<file path="src/rtl/button_debouncer_if.sv">
// Button debouncer bundle: sample strobe and raw pins in,
// clean levels and press/release strobes out.
interface button_debouncer_if #(
  parameter int N = 4
);
  logic         tick_in;
  logic [N-1:0] btn_raw;
  logic [N-1:0] btn_level;
  logic [N-1:0] btn_press;
  logic [N-1:0] btn_release;

  modport master (
    output tick_in,
    output btn_raw,
    input  btn_level,
    input  btn_press,
    input  btn_release
  );

  modport slave (
    input  tick_in,
    input  btn_raw,
    output btn_level,
    output btn_press,
    output btn_release
  );
endinterface

</file>
<file path="src/rtl/button_debouncer.sv">
// Per-button debouncer: 2-FF sync, tick-qualified stability
// counter, registered level and one-cycle press/release strobes.
module button_debouncer #(
  parameter int NUM_BTN      = 4,
  parameter int STABLE_TICKS = 20,
  parameter int ACTIVE_LOW   = 0
) (
  input logic               clk,
  input logic               rst_n,
  button_debouncer_if.slave bus
);

  localparam int CNT_W = $clog2(STABLE_TICKS + 1);
  localparam logic [CNT_W-1:0] LAST =
    CNT_W'(STABLE_TICKS - 1);
  localparam logic [CNT_W-1:0] ONE = CNT_W'(1);
  // Sync flops idle at the raw released level.
  localparam logic [NUM_BTN-1:0] IDLE =
    (ACTIVE_LOW != 0) ? {NUM_BTN{1'b1}} : '0;

  logic [NUM_BTN-1:0] meta_q;
  logic [NUM_BTN-1:0] sync_q;
  logic [NUM_BTN-1:0] s;
  logic [NUM_BTN-1:0] level_q, level_d;
  logic [NUM_BTN-1:0] press_q, press_d;
  logic [NUM_BTN-1:0] rel_q, rel_d;
  logic [CNT_W-1:0]   cnt_q [NUM_BTN];
  logic [CNT_W-1:0]   cnt_d [NUM_BTN];

  assign s = (ACTIVE_LOW != 0) ? ~sync_q : sync_q;

  always_comb begin
    level_d = level_q;
    press_d = '0;
    rel_d   = '0;
    for (int i = 0; i < NUM_BTN; i++) begin
      cnt_d[i] = cnt_q[i];
      if (s[i] == level_q[i]) begin
        cnt_d[i] = '0;
      end else if (!bus.tick_in) begin
        cnt_d[i] = cnt_q[i];
      end else if (cnt_q[i] != LAST) begin
        cnt_d[i] = cnt_q[i] + ONE;
      end else begin
        cnt_d[i]   = '0;
        level_d[i] = s[i];
        press_d[i] = s[i];
        rel_d[i]   = ~s[i];
      end
    end
  end

  always_ff @(posedge clk or negedge rst_n) begin
    if (!rst_n) begin
      meta_q  <= IDLE;
      sync_q  <= IDLE;
      level_q <= '0;
      press_q <= '0;
      rel_q   <= '0;
      for (int i = 0; i < NUM_BTN; i++)
        cnt_q[i] <= '0;
    end else begin
      meta_q  <= bus.btn_raw;
      sync_q  <= meta_q;
      level_q <= level_d;
      press_q <= press_d;
      rel_q   <= rel_d;
      for (int i = 0; i < NUM_BTN; i++)
        cnt_q[i] <= cnt_d[i];
    end
  end

  assign bus.btn_level   = level_q;
  assign bus.btn_press   = press_q;
  assign bus.btn_release = rel_q;

endmodule

</file>
<file path="src/flat_wrapper.sv">
// flat-port wrapper written by rule: the top's interface ports become plain ports
module button_debouncer_flat 
#(
  parameter int NUM_BTN      = 4,
  parameter int STABLE_TICKS = 20,
  parameter int ACTIVE_LOW   = 0
)
  (clk, rst_n, bus_tick_in, bus_btn_raw, bus_btn_level, bus_btn_press, bus_btn_release);
  button_debouncer_if #(.N(4)) bus_i ();
  input logic clk;
  input logic rst_n;
  input wire logic [$bits(bus_i.tick_in)-1:0] bus_tick_in;
  input wire logic [$bits(bus_i.btn_raw)-1:0] bus_btn_raw;
  output wire logic [$bits(bus_i.btn_level)-1:0] bus_btn_level;
  output wire logic [$bits(bus_i.btn_press)-1:0] bus_btn_press;
  output wire logic [$bits(bus_i.btn_release)-1:0] bus_btn_release;
  assign bus_i.tick_in = bus_tick_in;
  assign bus_i.btn_raw = bus_btn_raw;
  assign bus_btn_level = bus_i.btn_level;
  assign bus_btn_press = bus_i.btn_press;
  assign bus_btn_release = bus_i.btn_release;
  button_debouncer #(.NUM_BTN(NUM_BTN), .STABLE_TICKS(STABLE_TICKS), .ACTIVE_LOW(ACTIVE_LOW)) u_core (.clk(clk), .rst_n(rst_n), .bus(bus_i));
endmodule
</file>
<file path="config.mk">
export PLATFORM = sky130hd
export DESIGN_NAME = button_debouncer_flat
export DESIGN_NICKNAME = d
export VERILOG_FILES = /design/src/rtl/button_debouncer_if.sv /design/src/rtl/button_debouncer.sv /design/src/flat_wrapper.sv
export SDC_FILE = /design/constraint.sdc
export NUM_CORES = 1
export LEC_CHECK = 0
export BUFFER_PORTS_ARGS = -buffer_cell sky130_fd_sc_hd__buf_2
export CAP_MARGIN = 20
export CORE_MARGIN = 2
export CORE_UTILIZATION = 40
export DETAILED_ROUTE_END_ITERATION = 8
export PLACE_DENSITY = 0.54
export SLEW_MARGIN = 20
export SYNTH_ARGS = -nofsm -noshare
export SYNTH_HDL_FRONTEND = slang
export SYNTH_SLANG_ARGS = --single-unit
</file>
<file path="constraint.sdc">
create_clock -name clk -period 4 [get_ports clk]
set_input_delay 0.8 -clock clk [delete_from_list [all_inputs] [get_ports clk]]
set_output_delay 0.8 -clock clk [all_outputs]
set_load 0.01 [all_outputs]
</file>
; ---- Yosys cells after proc, flatten, opt, wreduce, memory -nomap -nowiden
; Cells that the tools add are included.
; Widths: inputs -> output; s select.
[word_totals]
ff_bits = 40
latch_bits = 0
input_bits = 7
memories = 0
wordCells = 80
output_inout_bits = 12
mem_bits_rw = 0
romBits = 0
[op_classes]
n_reduce_logical = 8
mul = 0
n_addsub = 4
n_bitwise = 12
div_mod_pow = 0
shifts = 0
magnitude_cmp = 0
eq_ne = 8
mux = 36
[op_table]
columns = cell, n
row1 = $mux 5, 12
row2 = $mux 1, 24
row3 = $add 5x1->5 const B, 4
row4 = $ne 5x5->1 const B, 4
row5 = $not 1->1, 12
row6 = $reduce_and 3->1, 4
row7 = $reduce_bool 2->1, 4
row8 = $eq 1x1->1, 4

; ---- Depth between registers and ports, before layout
; Gate-level depths: netlist (run 1).
[depth]
depth_word = 4
depth_mapped = 4
depth_no_buf = 4

; ---- Worst setup path before layout (run 1)
; Ideal clock, no wire load.
[synth_timing]
path_type = input-to-reg
from = input bus_tick_in
to = register u_core.level_q[0], in the netlist u_core.bus.btn_level[0]
required_time_ns = 3.875
setup_ns = 0.125
path_slack_ns = 2.471
path_stages = 3
path_buffers = 1
arrival_time_ns = 1.405
path_cell_list = buf_2 nand4_1 mux2_2
[synth_via]
elab_chain_len = 1
[synth_rtl]
columns = element, line_no
row1 = start: declaration, flat_wrapper.sv:12  ; input wire logic [$bits(bus_i.tick_in)-1:0] bus_tick_in;
row2 = $reduce_and 3->1 (no line), --
row3 = end signal: assignment, button_debouncer.sv:65  ; level_q <= level_d;
row4 = end: declaration, button_debouncer.sv:24  ; logic [NUM_BTN-1:0] level_q, level_d;
; Every way passes these cells.
; A chain may end at the register's enable or synchronous reset.

; ---- Worst setup path in the final report (run 1)
[layout_timing]
from = register u_core.level_q[0], in the netlist u_core.bus.btn_level[0]
to = output bus_btn_level[0]
[layout_lines]
columns = element, line_no
row1 = end: declaration, flat_wrapper.sv:14  ; output wire logic [$bits(bus_i.btn_level)-1:0] bus_btn_level;
; No word-level cell between the ends.

==> results.json, run 1 <==
{
  "grt_use_total_pct": 14.0,
  "total_leakage_power_nw": 0.931,
  "tritoncts": "yes",
  "slowest_delay_ns": 0.42,
  "regArea_mm2": 0.00100,
  "setup_violations": 0,
  "rsz0062_at_grt": "no",
  "numPortBuffers": 18,
  "worst_clock_skew_ns": 0.00373,
  "r2r_start": "u_core.cnt_q[0]",
  "met1_length_um": 1190,
  "drcViolationCount": 0,
  "crit_slowest_cell": "dfrtp_1",
  "path_buf_inv": 1,
  "cp-start-kind": "register",
  "multi_input_area_um2": 679,
  "min_from": "u_core.meta_q[1]",
  "cts_resized": 0,
  "clk_pin_slew_ns": 0.07,
  "syn_inst": 143,
  "synthFlopType": "dfrtp_1",
  "powerDensity_mw_per_mm2": 375,
  "hold_violations": 0,
  "fin_setup_tns_ns": 0,
  "top_layer": "met4",
  "maxCapViolations": 0,
  "grt_pass1_wl_um": 5250,
  "postCtsSetupBuffers": 0,
  "layout.nets": 177,
  "cp.arrival_ns": 0.87,
  "dp_hpwl_um": 2020,
  "n_antenna_cell": 0,
  "clkSinkCount": 40,
  "synth_area_leader_cell": "dfrtp_1",
  "cts_buffer_depth": 2,
  "path_cells": "buf_2",
  "dr.pass1.iters": 4,
  "die_y_um": 69.2,
  "die_area_mm2": 0.00478,
  "synth_area_mm2": 0.00170,
  "grt_max_degree": 41,
  "fillCellCount": 382,
  "async_reset_ff_share_pct": 100,
  "finalMaxSlewViolations": 0,
  "via_per_inst": 5.21,
  "power_mw": 0.724,
  "holdWs_ns": 0.348,
  "wl_um": 2840,
  "vias": 1131,
  "placed_area_mm2": 0.00184,
  "ys_top_cells_by_area": "dfrtp_1 (59%), nor3b_1 (3.5%), nand2_1 (3.3%)",
  "fin_crit_sh_pct": 41.7,
  "critical_path.top_delay_family": "flip-flops",
  "worstMarginPinSlew_ns": 0.853,
  "synth_fp_nets": 154,
  "ant_nets": 0,
  "grt_pass1_vias": 1217,
  "avgSynthCellArea_um2": 11.9,
  "ys_types": 21,
  "layout-drive-gt1-share_pct": 18.6,
  "hp-class": "reg2reg",
  "period_minus_slack_ns": 1.67,
  "overflow": 0,
  "hold_buffers": 0,
  "antenna_found_initial": 0,
  "status": "finished, final reports clean",
  "placementRows": 23,
  "synthToLayoutAreaGrowth_pct": 13.7,
  "yosysWarnings": 0,
  "fin_area_mm2": 0.00193,
  "wl_per_cell_um": 13.1,
  "vdd_ir_drop_max_v": 0.000218,
  "crit_type": "reg2out",
  "routabilityCongestion": 0.763,
  "fmax_mhz": 599,
  "die_w_um": 69.2,
  "synth_edf_count": 0,
  "drt_iter0_drc": 34,
  "cp_max_fo": 5,
  "core_area_mm2": 0.00403,
  "synth_seq_cells": 40,
  "pre_cts_slack_ns": 2.07,
  "initial_core_util_pct": 42.1,
  "wl_met3_um": 110,
  "worstSetupEndpointType": "primary output",
  "cts-root-buf": "clkbuf_8",
  "insertion_delay_ns": 0.29,
  "slew_headroom_pct": 43.1,
  "cts_made_buffers": 5,
  "synth_top_area_share_pct": 59.0,
  "pin_count": 19,
  "ys_seq_area_share_pct": 59.0,
  "crit_start": "u_core.bus.btn_level[0]",
  "htreeDepth": 2,
  "required_ns": 3.20,
  "met2WireLength_um": 1500,
  "layout_setup_ws_ns": 2.33
}
-- final cells by class --
class                           instances  area share (%)
Multi-Input combinational cell         99            35.2
Timing Repair Buffer                   18            4.67
Sequential cell                        40            51.8
Tap cell                               50            3.24
Clock buffer                            8            4.67
Inverter                                2           0.389
-- logic make-up after synthesis --
| logic type | Yosys count | synth area share [%] |
|---|---|---|
| and+or+nand+nor | 58 | 20.8 |
| xor gates and xnor gates | 8 | 4.13 |
| buffers and inverters | 4 | 1.03 |
| muxes | 8 | 5.01 |
| DFF | 40 | 59.0 |
| adders and majority gates | 4 | 2.95 |
| AOI/OAI and AO/OA | 21 | 7.15 |
-- layer usage --
metal  track usage, %  up-vias
met5                0        -
met4             7.84        0
met3             5.12        4
met2             24.0       15
met1             14.8      564
li1                 -      548
-- worst paths after layout --
check                                          end  slack [ns]  depth (start not counted)
setup / recovery                  bus_btn_level[0]        2.33                          1
hold / removal                         u_core.s[1]        0.35                          0
setup reg to reg           u_core.bus.btn_level[3]        2.55                          4
hold reg to reg                        u_core.s[1]        0.35                          0
max in group asynchronous         u_core.cnt_q[14]        2.84                          1
min in group asynchronous          u_core.cnt_q[2]        0.62                          1
-- cell usage after synthesis, types with 5 or more instances --
library cell	n
dfrtp_1	40
nand2_1	15
a21oi_1	9
nor2_1	8
nor3b_1	8
o21ai_0	8
or3_1	7
nand4_1	5
nor2b_1	5
-- state kept, by name, indices dropped and copies added, names as in the netlist --
signal	cells
u_core.bus.btn_release	4
u_core.bus.btn_level	4
u_core.s	4
u_core.bus.btn_press	4
u_core.cnt_q	20
u_core.meta_q	4
-- report_power, final --
group          switching, mW  internal [mW]  total (mW)
combinational         0.0220         0.0126      0.0346
sequential           0.00864          0.415       0.423
clock                  0.126          0.140       0.266
-- placed cells by master (no fill, tap or decap), drive strengths merged, types with 4 or more instances in the layout --
master  synthesis  final
mux2i           4      4
a21oi          12     12
nor3b           8      8
clkbuf          0      8
mux2            4      4
nand2          15     15
xnor2           4      4
buf             2     18
or3             7      7
dfrtp          40     40
nand4           5      5
ha              4      4
nor2            8      8
o21ai           8      8
and4b           4      4
xor2            4      4
nor2b           5      5
-- per-stage QoR --
stage | std cells | util, %
4_1_cts | 217 | 47.9
3_5_place_dp | 209 | 45.7
3_3_place_gp | 209 | 45.7
2_1_floorplan | 143 | -
6_report | 217 | 47.9
5_1_grt | 217 | 47.9
Note: power is estimated with default switching activity, not from simulation.
==> inputs of run 2 (changes only) <==
Settings changed: ABC_AREA set to 1, PLACE_DENSITY 0.54 to 0.53.
Clock period 4 ns to 1.72 ns, I/O delays scaled along.
==> run 2 against run 1 <==
Net effect: register-to-register slack got worse by 2.1 ns; final cell count is 61% higher; first-iteration DRC count rose by 120%; area after synthesis increased by 26%; worst setup slack lost 1.9 ns; clock power up 140%; sequential share of layout area shrank 9.0 points; non-clock buffer count is 2 higher; sequential power increased by 130%; highest routed layer unchanged.
==> results.json, run 2 <==
{
  "status": "finished, final reports clean",
  "wl_per_cell_um": 10.3,
  "cts_buffer_depth": 2,
  "cp-start-kind": "register",
  "overflow": 0,
  "numPortBuffers": 18,
  "htreeDepth": 2,
  "die_w_um": 77.0,
  "drcViolationCount": 0,
  "setup_violations": 0,
  "cts-root-buf": "clkbuf_8",
  "synthFlopType": "dfrtp_1",
  "ys_seq_area_share_pct": 46.9,
  "layout.cells.most_common": "nand2_1",
  "grt_pass1_vias": 1454,
  "top_usage_layer": "met2",
  "largest_reg_flops": 20,
  "worstMarginPinSlew_ns": 0.498,
  "crit_type": "reg2reg",
  "antenna_found_initial": 0,
  "total_leakage_power_nw": 1.30,
  "synth_edf_count": 0,
  "routabilityCongestion": 0.781,
  "core_area_mm2": 0.00514,
  "grt_use_total_pct": 13.4,
  "die_y_um": 77.0,
  "fmax_mhz": 803,
  "ff2ff_path_depth": 6,
  "power_mw": 1.77,
  "hold_violations": 0,
  "synth_seq_cells": 40,
  "fin_setup_tns_ns": 0,
  "synth_area_leader_cell": "dfrtp_1",
  "cts_resized": 0,
  "synth_top_area_share_pct": 46.9,
  "layout_setup_ws_ns": 0.474,
  "powerDensity_mw_per_mm2": 755,
  "postCtsSetupBuffers": 0,
  "cts_made_buffers": 5,
  "slowest_delay_ns": 0.41,
  "worstSetupEndpointType": "register",
  "hold_buffers": 0,
  "path_cells": "ha_1 -> nand2_1 -> nor2_4 -> nand3_1 -> nand2_1 -> nand2_1",
  "ys_types": 19,
  "cp.arrival_ns": 1.43,
  "synth_area_mm2": 0.00213,
  "n_antenna_cell": 0,
  "avgSynthCellArea_um2": 8.23,
  "final_cell_mix": "nand2_1 (86), dfrtp_1 (40), inv_1 (31)",
  "grt_max_degree": 41,
  "placementRows": 26,
  "fin_crit_sh_pct": 72.4,
  "clk_pin_slew_ns": 0.08,
  "dr.pass1.iters": 4,
  "cp_max_fo": 5,
  "syn_inst": 259,
  "pin_count": 19,
  "die_area_mm2": 0.00593,
  "slew_headroom_pct": 66.8,
  "drt_iter0_drc": 75,
  "maxCapViolations": 0,
  "tritoncts": "yes",
  "synthToLayoutAreaGrowth_pct": 9.62,
  "wl_um": 3610,
  "met1_usage_pct": 16.8,
  "insertion_delay_ns": 0.29,
  "pre_cts_slack_ns": 0.473,
  "vdd_ir_drop_max_v": 0.000352,
  "rsz0062_at_grt": "no",
  "via_per_inst": 4.59,
  "layout-drive-gt1-share_pct": 20.8,
  "dp_hpwl_um": 2450,
  "finalMaxSlewViolations": 0,
  "grt_util_met3_pct": 3.53,
  "synth_fp_nets": 270,
  "clkSinkCount": 40,
  "synth_common_cells": "nand2_1 (86), dfrtp_1 (40), inv_1 (31), nand3_1 (21), nand4_1 (18)",
  "grt_pass1_wl_um": 6350,
  "period_minus_slack_ns": 1.25,
  "layout.nets": 289,
  "worst_clock_skew_ns": 0.00627,
  "async_reset_ff_share_pct": 100,
  "ant_nets": 0,
  "required_ns": 1.91,
  "ys_top_cells_by_area": "dfrtp_1 (47%), nand2_1 (15%), inv_1 (5.5%)",
  "hp-class": "in2async",
  "vias": 1601,
  "use_met2_pct": 21.8,
  "initial_core_util_pct": 41.5,
  "cp_common_cell": "nand2_1",
  "synth_most_common_cell": "nand2_1",
  "top_register": "u_core.cnt_q",
  "yosysWarnings": 0,
  "crit_slowest_cell": "dfrtp_1"
}
run 2: cell types whose count changed after synthesis, sizes merged, moves of 5 or more:
cell   previous run  this run
nor2b             5         0
nor3b             8         0
nor2              8        21
nand3             0        23
inv               2        37
buf               2         8
or3               7         0
nand4             5        18
a21oi            12         0
nand2            15        98
run 2: worst paths after layout:
kind	startpoint	slack, ns	endpoint
worst max-delay path	u_core.cnt_q[0]	0.47	u_core.bus.btn_level[3]
worst min-delay path	rst_n	0.11	u_core.s[3]
worst max register to register	u_core.cnt_q[0]	0.47	u_core.bus.btn_level[3]
worst min register to register	u_core.meta_q[3]	0.35	u_core.s[3]
max in group asynchronous	rst_n	1.27	u_core.cnt_q[7]
min in group clk	bus_btn_raw[0]	0.16	u_core.meta_q[0]
run 2: cell families after synthesis:
| family | Yosys count | synth area share, % |
|---|---|---|
| and+or+nand+nor | 160 | 37.0 |
| AOI/OAI and AO/OA | 4 | 0.939 |
| DFF | 40 | 46.9 |
| adders and majority gates | 4 | 2.35 |
| buffers and inverters | 47 | 11.1 |
| xor gates and xnor gates | 4 | 1.64 |
run 2: report_power, final:
part	total, mW	leakage [nW]	switching (mW)	internal, mW
Clock	0.641	0.0455	0.313	0.327
Combinational	0.133	0.717	0.0878	0.0448
Sequential	0.992	0.535	0.0275	0.965
Total	1.77	1.30	0.429	1.34
run 2: area by class of cell:
cell class / instances / area, µm²
clock buffer: 8 / 90.1
fill: 543 / 2800
inverter: 39 / 146
multi-input combinational: 172 / 895
sequential: 40 / 1000
tap: 70 / 87.6
timing repair buffer: 20 / 118
run 2: worst max-delay path, delay by kind of cell, from the launching register on:
| kind | cells | cell delay, ns |
|---|---|---|
| simple gates | 5 | 0.49 |
| flops | 1 | 0.41 |
| fa+ha+maj | 1 | 0.25 |
run 2: through the flow:
| step | utilization (%) | instances | hold slack (ns) | instance area, µm² |
|---|---|---|---|---|
| global route | 45.5 | 349 | 0.138 | 2340 |
| floorplan | - | 259 | 0.0484 | 2130 |
| detailed placement | 43.7 | 341 | 0.336 | 2250 |
| CTS | 45.5 | 349 | 0.121 | 2340 |
| finish | 45.5 | 349 | 0.106 | 2340 |
| global placement | 43.7 | 341 | 0.333 | 2250 |
run 2: per-layer routing:
metal / vias to the layer above / share of wire [%]
li1: 841 / -
met1: 735 / 48
met2: 19 / 47
met3: 6 / 3.0
met4: 0 / 1.7
met5: - / 0
